**src/rtl/definitions.sv**
```systemverilog
// Shared opcode encodings, PC sequencer state and flag types for the core.
// The branch-condition helper resolves a branch opcode against stored flags.
package definitions;

  localparam logic [4:0] kADD = 5'h00;
  localparam logic [4:0] kCMP = 5'h05;
  localparam logic [4:0] kBE  = 5'h10;
  localparam logic [4:0] kBL  = 5'h11;
  localparam logic [4:0] kBG  = 5'h12;
  localparam logic [4:0] kBA  = 5'h13;

  typedef enum logic [1:0] {IDLE, RUN, HALTED} pc_state_t;

  typedef struct packed {
    logic co;
    logic lt;
    logic z;
  } flags_t;

  // Non-branch opcodes (including unknown ones) never resolve taken.
  function automatic logic branchCond(input logic [4:0] op, input flags_t f);
    logic taken;
    taken = 1'b0;
    case (op)
      kBE:     taken = f.z;
      kBL:     taken = f.lt;
      kBG:     taken = !f.z && !f.lt;
      kBA:     taken = 1'b1;
      default: taken = 1'b0;
    endcase
    return taken;
  endfunction

endpackage

```
**src/rtl/branch_lut.sv**
```systemverilog
// Constant branch-target ROM: imm selects an absolute PC (entry i = (i+1)*16).
// Only built when BRANCH_LUT_EN is defined.
`ifdef BRANCH_LUT_EN
module branch_lut #(
  parameter int PC_W   = 10,
  parameter int LUT_AW = 5
) (
  input  logic [LUT_AW-1:0] idx_i,
  output logic [PC_W-1:0]   target_o
);

  always_comb begin
    target_o = '0;
    case (32'(idx_i))
      0:  target_o = PC_W'(12'h010);
      1:  target_o = PC_W'(12'h020);
      2:  target_o = PC_W'(12'h030);
      3:  target_o = PC_W'(12'h040);
      4:  target_o = PC_W'(12'h050);
      5:  target_o = PC_W'(12'h060);
      6:  target_o = PC_W'(12'h070);
      7:  target_o = PC_W'(12'h080);
      8:  target_o = PC_W'(12'h090);
      9:  target_o = PC_W'(12'h0A0);
      10: target_o = PC_W'(12'h0B0);
      11: target_o = PC_W'(12'h0C0);
      12: target_o = PC_W'(12'h0D0);
      13: target_o = PC_W'(12'h0E0);
      14: target_o = PC_W'(12'h0F0);
      15: target_o = PC_W'(12'h100);
      16: target_o = PC_W'(12'h110);
      17: target_o = PC_W'(12'h120);
      18: target_o = PC_W'(12'h130);
      19: target_o = PC_W'(12'h140);
      20: target_o = PC_W'(12'h150);
      21: target_o = PC_W'(12'h160);
      22: target_o = PC_W'(12'h170);
      23: target_o = PC_W'(12'h180);
      24: target_o = PC_W'(12'h190);
      25: target_o = PC_W'(12'h1A0);
      26: target_o = PC_W'(12'h1B0);
      27: target_o = PC_W'(12'h1C0);
      28: target_o = PC_W'(12'h1D0);
      29: target_o = PC_W'(12'h1E0);
      30: target_o = PC_W'(12'h1F0);
      31: target_o = PC_W'(12'h200);
      default: target_o = '0;
    endcase
  end

endmodule
`endif

```
**src/rtl/pc_branch_ctrl.sv**
```systemverilog
// Program counter, start/run/halt sequencer and flag-based branch resolution.
// BRANCH_LUT_EN selects absolute LUT targets; otherwise targets are PC-relative.
module pc_branch_ctrl
  import definitions::*;
#(
  parameter int PC_W     = 10,
  parameter int LUT_AW   = 5,
  parameter int START_PC = 0
) (
  input  logic              clk,
  input  logic              reset,
  input  logic              start,
  input  logic              halt_req,
  input  logic [4:0]        op,
  input  logic [LUT_AW-1:0] imm,
  input  logic              alu_co,
  input  logic              alu_lt,
  input  logic              alu_z,
  output logic [PC_W-1:0]   pc,
  output logic              flag_co,
  output logic              flag_lt,
  output logic              flag_z,
  output logic              branch_taken,
  output logic              running,
  output logic              done
);

  localparam logic [PC_W-1:0] kStartPc = PC_W'(START_PC);

  pc_state_t       state_q, state_d;
  logic [PC_W-1:0] pc_q, pc_d;
  flags_t          flags_q, flags_d;
  logic [PC_W-1:0] pcInc;
  logic [PC_W-1:0] target;

  assign pcInc = pc_q + PC_W'(1);

`ifdef BRANCH_LUT_EN
  branch_lut #(
    .PC_W   (PC_W),
    .LUT_AW (LUT_AW)
  ) uBranchLut (
    .idx_i    (imm),
    .target_o (target)
  );
`else
  // Offset is sign-extended so a 5-bit field reaches -16..+15 around pc.
  assign target = pc_q + {{(PC_W-LUT_AW){imm[LUT_AW-1]}}, imm};
`endif

  always_ff @(posedge clk or posedge reset) begin
    if (reset) begin
      state_q <= IDLE;
      pc_q    <= kStartPc;
      flags_q <= '0;
    end else begin
      state_q <= state_d;
      pc_q    <= pc_d;
      flags_q <= flags_d;
    end
  end

  always_comb begin
    state_d      = state_q;
    pc_d         = pc_q;
    flags_d      = flags_q;
    branch_taken = 1'b0;
    case (state_q)
      IDLE: begin
        if (start) begin
          state_d = RUN;
          pc_d    = kStartPc;
        end
      end
      RUN: begin
        if (op == kCMP) begin
          flags_d.z  = alu_z;
          flags_d.lt = alu_lt;
        end else if (op == kADD) begin
          flags_d.co = alu_co;
        end
        // Branches see only the stored flags, so a CMP lands one cycle later.
        if (!halt_req) begin
          branch_taken = branchCond(op, flags_q);
        end
        if (start) begin
          pc_d = kStartPc;
        end else if (halt_req) begin
          state_d = HALTED;
        end else if (branch_taken) begin
          pc_d = target;
        end else begin
          pc_d = pcInc;
        end
      end
      HALTED: begin
        if (start) begin
          state_d = RUN;
          pc_d    = kStartPc;
        end
      end
      default: state_d = IDLE;
    endcase
  end

  assign pc      = pc_q;
  assign flag_co = flags_q.co;
  assign flag_lt = flags_q.lt;
  assign flag_z  = flags_q.z;
  assign running = (state_q == RUN);
  assign done    = (state_q == HALTED);

endmodule

```
**config.mk**
```make
export PLATFORM = sky130hd
export DESIGN_NAME = pc_branch_ctrl
export DESIGN_NICKNAME = d
export VERILOG_FILES = /design/src/rtl/definitions.sv /design/src/rtl/branch_lut.sv /design/src/rtl/pc_branch_ctrl.sv
export SDC_FILE = /design/constraint.sdc
export NUM_CORES = 1
export LEC_CHECK = 0
export ABC_AREA = 1
export BUFFER_PORTS_ARGS = -buffer_cell sky130_fd_sc_hd__buf_2
export CELL_PAD_IN_SITES_DETAIL_PLACEMENT = 2
export CELL_PAD_IN_SITES_GLOBAL_PLACEMENT = 2
export CORE_MARGIN = 10
export CORE_UTILIZATION = 27
export CTS_CLUSTER_DIAMETER = 80
export DETAILED_ROUTE_END_ITERATION = 10
export PLACE_DENSITY_LB_ADDON = 0.1
export SYNTH_ARGS = -nofsm -noshare
export SYNTH_HDL_FRONTEND = slang
export SYNTH_HIERARCHICAL = 1
export SYNTH_SLANG_ARGS = --single-unit
```
**constraint.sdc**
```tcl
create_clock -name clk -period 2.6 [get_ports clk]
set_input_delay 0.52 -clock clk [delete_from_list [all_inputs] [get_ports clk]]
set_output_delay 0.52 -clock clk [all_outputs]
set_load 0.1 [all_outputs]
```
==> metrics.cfg, run 1 <==
[run_status]
status = completed

[detailed_routing]
detail_route.wirelength_mm = 4.03
dr.first_iter.drc_count = 17
ant_nets = 0
avgRoutedWirePerCell_um = 15.8
drc_errors = 0
first_pass_iters = 3
vias = 1239
via_per_inst = 4.86

[sta]
max_clock_freq_ghz = 0.425
max_slew.worst_pin.slew_ps = 643
layout_worst_path_cycle_share_pct = 90.6
hold_viol_final = 0
report.final.setup_viol = 0
relSlewSlack_pct = 57.1
number_of_max_slew_violations_in_the_final_report = 0
layout_min_cycle_time_ps = 2350
worst_clock_skew_ps = 3.40

[clock_network]
clk_pin_slew_ps = 70
clock_tree.root_cell = sky130_fd_sc_hd__clkbuf_8
cts_setup_buffers = 0
max-clock-path-buffers = 2
cts_tree = done
cts.sinks = 15
numCtsBuffers = 3
htree_num_levels = 1
clock_insertion_delay_worst_skew_ps = 250

[power]
share_comb_of_total_power_pct = 37.7
vdd.ir_drop.worst_mv = 0.150
p_clk_share_pct = 26.4
power.internal_w = 0.000418
power.sequential.fraction_pct = 35.9
netSwitchingFraction_pct = 44.3
cellPowerDensity_nw_per_um2 = 504
p_leak_nw = 0.880
total_switching_power_w = 0.000332

[cells_and_area]
layout.area.seq_um2 = 378
utilization_pct = 36.6
area.growth.synth_to_final_pct = 29.0
finish.instance_area_um2 = 1490
final_net_count = 233
fillCellCount = 497
multi_input_comb_area_um2 = 683
antenna_cells_inserted = 0
drive_gt1_share_pct = 26.3

[yosys]
synth_nets = 191
synth_seq_area_share_pct = 32.6
netlist_top_cells_area = sky130_fd_sc_hd__dfrtp_1 33%, sky130_fd_sc_hd__nand2_1 15%, sky130_fd_sc_hd__ha_1 9.8%
syn_avg_cell_area_um2 = 7.03
netlist.area_leader.share_pct = 32.6
synth.cell_area_um2 = 1150
synthCells = 164
synthMostInstantiatedCell = sky130_fd_sc_hd__nand2_1
synth-edff-count = 0
yosys-top-cells-count = 47 x sky130_fd_sc_hd__nand2_1, 25 x sky130_fd_sc_hd__inv_1, 16 x sky130_fd_sc_hd__nand3_1, 16 x sky130_fd_sc_hd__nor2_1, 15 x sky130_fd_sc_hd__dfrtp_1
postSynth.asyncResetShare_pct = 100
synth-seq-cells = 15
synth_cell_type_count = 25
synth_area_leader_cell = sky130_fd_sc_hd__dfrtp_1
ys.flop_type = sky130_fd_sc_hd__dfrtp_1
ys_warn_count = 6

[floorplan]
floorplan.rows = 23
die_height_um = 85.3
die_w_um = 85.3
die_area_um2 = 7280
starting_density_of_the_core_pct = 28.4
top_level_ports = 33
core_area_um2 = 4060

[worst_setup_path]
critical_path_class = reg -> reg
crit_arrival_ps = 2500
crit_fanout = 5
worstSetupEndpointType = flip-flop
worstPathRequired_ps = 2750
critical_path.startpoint_type = flip-flop

[placed_design]
dp.final_hpwl_mm = 3.50
detailed_place.area_um2 = 1430
gpl.final_weighted_congestion = 0.777
place.port_buffers = 32

[global_route]
grt_antenna_before_repair = 0
grt_start_max_net_pins = 16
overflow = 0
vias_in_the_first_global_route = 1432
grtUsageTotal_pct = 11.2
first_pass_grt_wire_length_mm = 6.81

[job]
max_cap_violations = 0

[worst_hold_path]
hp-class = in -> async

-- worst paths after layout --
| kind | from | end | slack [ps] | depth (start not counted) |
|---|---|---|---|---|
| min in group clk | alu_z | flag_z | 510 | 2 |
| max in group asynchronous | reset | flag_z | 1810 | 2 |
| setup / recovery | flag_lt | pc[8] | 250 | 15 |
| hold reg to reg | pc[7] | pc[7] | 520 | 2 |
| setup reg to reg | flag_lt | pc[8] | 250 | 15 |
| hold / removal | reset | pc[5] | 340 | 2 |
-- cell usage in the layout (no fill, tap or decap), drive strengths merged, types with 3 or more instances in the layout --
master / netlist / layout
nand2: 47 / 47
nor2: 17 / 17
buf: 0 / 37
clkbuf: 0 / 4
dfrtp: 15 / 15
o21ai: 8 / 8
a21oi: 6 / 6
nand4: 3 / 3
inv: 28 / 28
ha: 9 / 9
nand3: 16 / 16
-- sequential cells by signal, indices dropped and copies added, names as in the netlist --
signal   cells
pc          10
state_q      2
flag_co      1
flag_lt      1
flag_z       1
-- final cells by class --
class / count / area share, %
Clock buffer: 4 / 3.03
Inverter: 28 / 7.07
Timing Repair Buffer: 37 / 14.3
Tap cell: 50 / 4.21
Sequential cell: 15 / 25.4
Multi-Input combinational cell: 121 / 46.0
-- worst max-delay path, cell delays in order, from the launching register on --
cell and delay (ps):
sky130_fd_sc_hd__dfrtp_2 410, sky130_fd_sc_hd__inv_1 70, sky130_fd_sc_hd__nand2_1 50, sky130_fd_sc_hd__nand2_1 60
sky130_fd_sc_hd__nand2_1 110, sky130_fd_sc_hd__nand2_2 130, sky130_fd_sc_hd__or2_1 110, sky130_fd_sc_hd__ha_1 190
sky130_fd_sc_hd__inv_1 80, sky130_fd_sc_hd__fa_1 440, sky130_fd_sc_hd__o21ai_2 200, sky130_fd_sc_hd__nand4_1 140
sky130_fd_sc_hd__nand2_1 100, sky130_fd_sc_hd__nand2_1 50, sky130_fd_sc_hd__nand3_1 60, sky130_fd_sc_hd__nand2_1 50
-- timing repair --
action / 4_1_cts / 5_1_grt
hold buffers: 0 / 0
resized for setup: 0 / 3
endpoints found under the setup margin: 0 / 3
-- layer usage --
| layer | wire length [um] | GRT usage [%] | vias to the layer above |
|---|---|---|---|
| met3 | 175 | 1.82 | 6 |
| li1 | - | - | 609 |
| met1 | 1720 | 12.8 | 599 |
| met5 | 0 | 0 | - |
| met2 | 2040 | 20.0 | 25 |
| met4 | 87 | 4.79 | 0 |
-- power by group through the flow --
stage	Clock [W]	Combinational [W]	Sequential [W]
6_report	0.000198	0.000283	0.000270
5_1_grt	0.000214	0.000299	0.000273
4_1_cts	0.000206	0.000286	0.000270
3_5_place_dp	0	0.000286	0.000274
3_3_place_gp	0	0.000280	0.000273
2_1_floorplan	0	0.000102	0.000386
-- cell families (layout without fill, tap and decap cells) --
logic type / count (synthesis) / in the layout / synth area share [%]
flops: 15 / 15 / 32.6
buf+inv: 28 / 69 / 9.12
mux: 2 / 2 / 1.95
simple gates: 87 / 87 / 33.1
compound gates: 20 / 20 / 10.2
xor+xnor: 2 / 2 / 1.52
fa+ha+maj: 10 / 10 / 11.5
-- metrics by stage --
step	power, W	std cells	setup WS [ps]	TNS, ps	hold slack [ps]
CTS	0.000762	255	115	0	371
finish	0.000750	255	246	0	344
global placement	0.000553	251	-13.1	-13.1	486
floorplan	0.000488	164	95.3	0	421
global route	0.000787	255	-17.1	-17.1	400
detailed placement	0.000560	251	-129	-191	503
Power figures use the tool's default switching activity.
==> inputs of run 2 (changes only) <==
--- a/config.mk
+++ b/config.mk
@@ -10,7 +10,7 @@
 export CELL_PAD_IN_SITES_DETAIL_PLACEMENT = 2
 export CELL_PAD_IN_SITES_GLOBAL_PLACEMENT = 2
 export CORE_MARGIN = 10
-export CORE_UTILIZATION = 27
+export CORE_UTILIZATION = 25
 export CTS_CLUSTER_DIAMETER = 80
 export DETAILED_ROUTE_END_ITERATION = 10
 export PLACE_DENSITY_LB_ADDON = 0.1
==> constraint.sdc (replaced) <==
create_clock -name clk -period 2 [get_ports clk]
set_input_delay 0.4 -clock clk [delete_from_list [all_inputs] [get_ports clk]]
set_output_delay 0.4 -clock clk [all_outputs]
set_load 0.1 [all_outputs]
==> run 2 against run 1 <==
The run now ends with setup timing left. Hold slack got worse by 97 ps. Maximum frequency rose by 5.4%. Final cell count rose by 13%. Combinational power rose by 73%. Critical path depth did not move. Global-route usage rose by 3.5 points. Sequential power rose by 35%. Clock skew rose by 3.0 ps. Power rose by 50%. Via count rose by 20%. First-iteration DRC count rose to 2.9 times the previous value. Largest power group unchanged.
==> metrics.cfg, run 2 (synthesis results as in run 1) <==
[placed_design]
pre_cts_slack_ps = -458
gpl.final_weighted_congestion = 0.781
detailed_place.area_um2 = 1680
place.port_buffers = 32
placedCellCount = 272
dp.final_hpwl_mm = 3.77

[power]
p_leak_nw = 1.08
vdd.ir_drop.worst_mv = 0.216
cellPowerDensity_nw_per_um2 = 539

[cells_and_area]
drive_gt1_share_pct = 59.1
multi_input_comb_area_um2 = 1000
utilization_pct = 47.3
finish.instance_area_um2 = 2090
fillCellCount = 498
antenna_cells_inserted = 0
final_net_count = 265
finalNonFillerCells = 289
area.growth.synth_to_final_pct = 81.2
layout.area.seq_um2 = 384
layout_common_cells = 31 x sky130_fd_sc_hd__nand2_1, 31 x sky130_fd_sc_hd__buf_2, 30 x sky130_fd_sc_hd__buf_4, 19 x sky130_fd_sc_hd__inv_1
largest_register_ffs = 10

[worst_setup_path]
cp_num_buf_inv = 2
worstPathCellList = inv_4, nand2_2, nand2_2, nand2_4, nand2_4, or2_4, ha_4, inv_2, fa_2, o21ai_4, nand4_1, nand2_1, nand2_1, nand3_1, nand2_1
worstPathRequired_ps = 2150
crit_fanout = 4
crit_arrival_ps = 2380
worstSetupEndpointType = flip-flop
critical_path.startpoint_type = flip-flop
timing.critical_path.slowest_stage_cell = sky130_fd_sc_hd__dfrtp_4
worst_path_dominant_cell_family = simple AND/OR/NAND/NOR gates
max_stage_delay_ps = 500
crit_top_cell = sky130_fd_sc_hd__nand2_1
critical_path_class = reg -> reg

[job]
max_cap_violations = 0

[sta]
worst_clock_skew_ps = 6.40
max_clock_freq_ghz = 0.448
setup_ws_ps = -234
setup_repair_after_global_routing_missed_its_margin = yes
number_of_max_slew_violations_in_the_final_report = 0
layout_min_cycle_time_ps = 2230
layout_worst_path_cycle_share_pct = 112
hold_viol_final = 0
relSlewSlack_pct = 52.2
max_slew.worst_pin.slew_ps = 716
report.final.setup_viol = 9

[clock_network]
cts_tree = done
numCtsBuffers = 3
cts.sinks = 15
htree_num_levels = 1
clock_tree.root_cell = sky130_fd_sc_hd__clkbuf_8
clk_pin_slew_ps = 70
max-clock-path-buffers = 2
cts_hold_buf = 0
clock_insertion_delay_worst_skew_ps = 260

[detailed_routing]
ant_nets = 0
avgRoutedWirePerCell_um = 21.2
drc_errors = 0
via_per_inst = 5.14
dr.first_iter.drc_count = 50
detail_route.wirelength_mm = 6.12
first_pass_iters = 4
vias = 1486

[run_status]
failed_checks = setup timing
status = complete, but fails checks

[global_route]
grtUsageTotal_pct = 14.7
first_pass_grt_wire_length_mm = 8.85
overflow = 0
grt_start_max_net_pins = 16
grt_antenna_before_repair = 0
grt_use_met2_pct = 28.0
grt.met1_usage_pct = 16.0
grt-busiest-layer = met2
vias_in_the_first_global_route = 1675
met3_usage_pct = 3.25

[floorplan]
die_w_um = 87.9
die_height_um = 87.9
core_area_um2 = 4410
top_level_ports = 33
starting_density_of_the_core_pct = 26.1
floorplan.rows = 24
die_area_um2 = 7720

[worst_hold_path]
hp-class = in -> async

## run 2: cell count changes in the layout (fill, tap and decap cells not counted), sizes merged
cell / previous run / this run
buf: 37 / 69
## run 2: final cells by class
cell class	instances	area share, %
Multi-Input combinational cell	121	47.9
Tap cell	52	3.12
Inverter	28	5.51
Clock buffer	4	2.16
Timing Repair Buffer	69	22.9
Sequential cell	15	18.4
## run 2: final timing paths
| kind | slack, ps | to | depth (start not counted) | start |
|---|---|---|---|---|
| worst max-delay path | -230 | pc[8] | 15 | flag_lt |
| worst min-delay path | 250 | flag_co | 2 | reset |
| worst max register to register | -230 | pc[8] | 15 | flag_lt |
| worst min register to register | 530 | flag_co | 1 | flag_co |
| max in group asynchronous | 1220 | flag_lt | 2 | reset |
| min in group clk | 380 | flag_co | 2 | alu_co |
## run 2: report_power, final
group | total (W) | leakage, nW | internal [W] | switching, W
clock | 0.000272 | 0.0228 | 0.000142 | 0.000130
combinational | 0.000489 | 0.864 | 0.000141 | 0.000348
sequential | 0.000365 | 0.196 | 0.000335 | 0.0000295
## run 2: metal layers
metal | vias up | wire (um)
li1 | 676 | -
met1 | 738 | 2260
met2 | 56 | 3350
met3 | 16 | 386
met4 | 0 | 121
met5 | - | 0
## run 2: what timing repair did
item,4_1_cts,5_1_grt
buffers inserted,11,4
pin swaps,24,32
resized for setup,37,28
setup endpoints to repair,9,10
## run 2: worst reg2reg max path, delay by kind of cell (launching register included)
kind / cells / cell delay [ps]
DFF: 1 / 500
buffers and inverters: 2 / 100
adders and majority gates: 2 / 520
AOI/OAI and AO/OA: 1 / 150
and+or+nand+nor: 10 / 850
## run 2: through the flow
step	setup TNS, ps	total power, W	hold slack (ps)
6_report	-1400	0.00112	247
5_1_grt	-2800	0.00117	295
4_1_cts	-1410	0.00110	269
3_5_place_dp	-2880	0.000784	505
3_3_place_gp	-1800	0.000769	492
2_1_floorplan	-957	0.000656	301
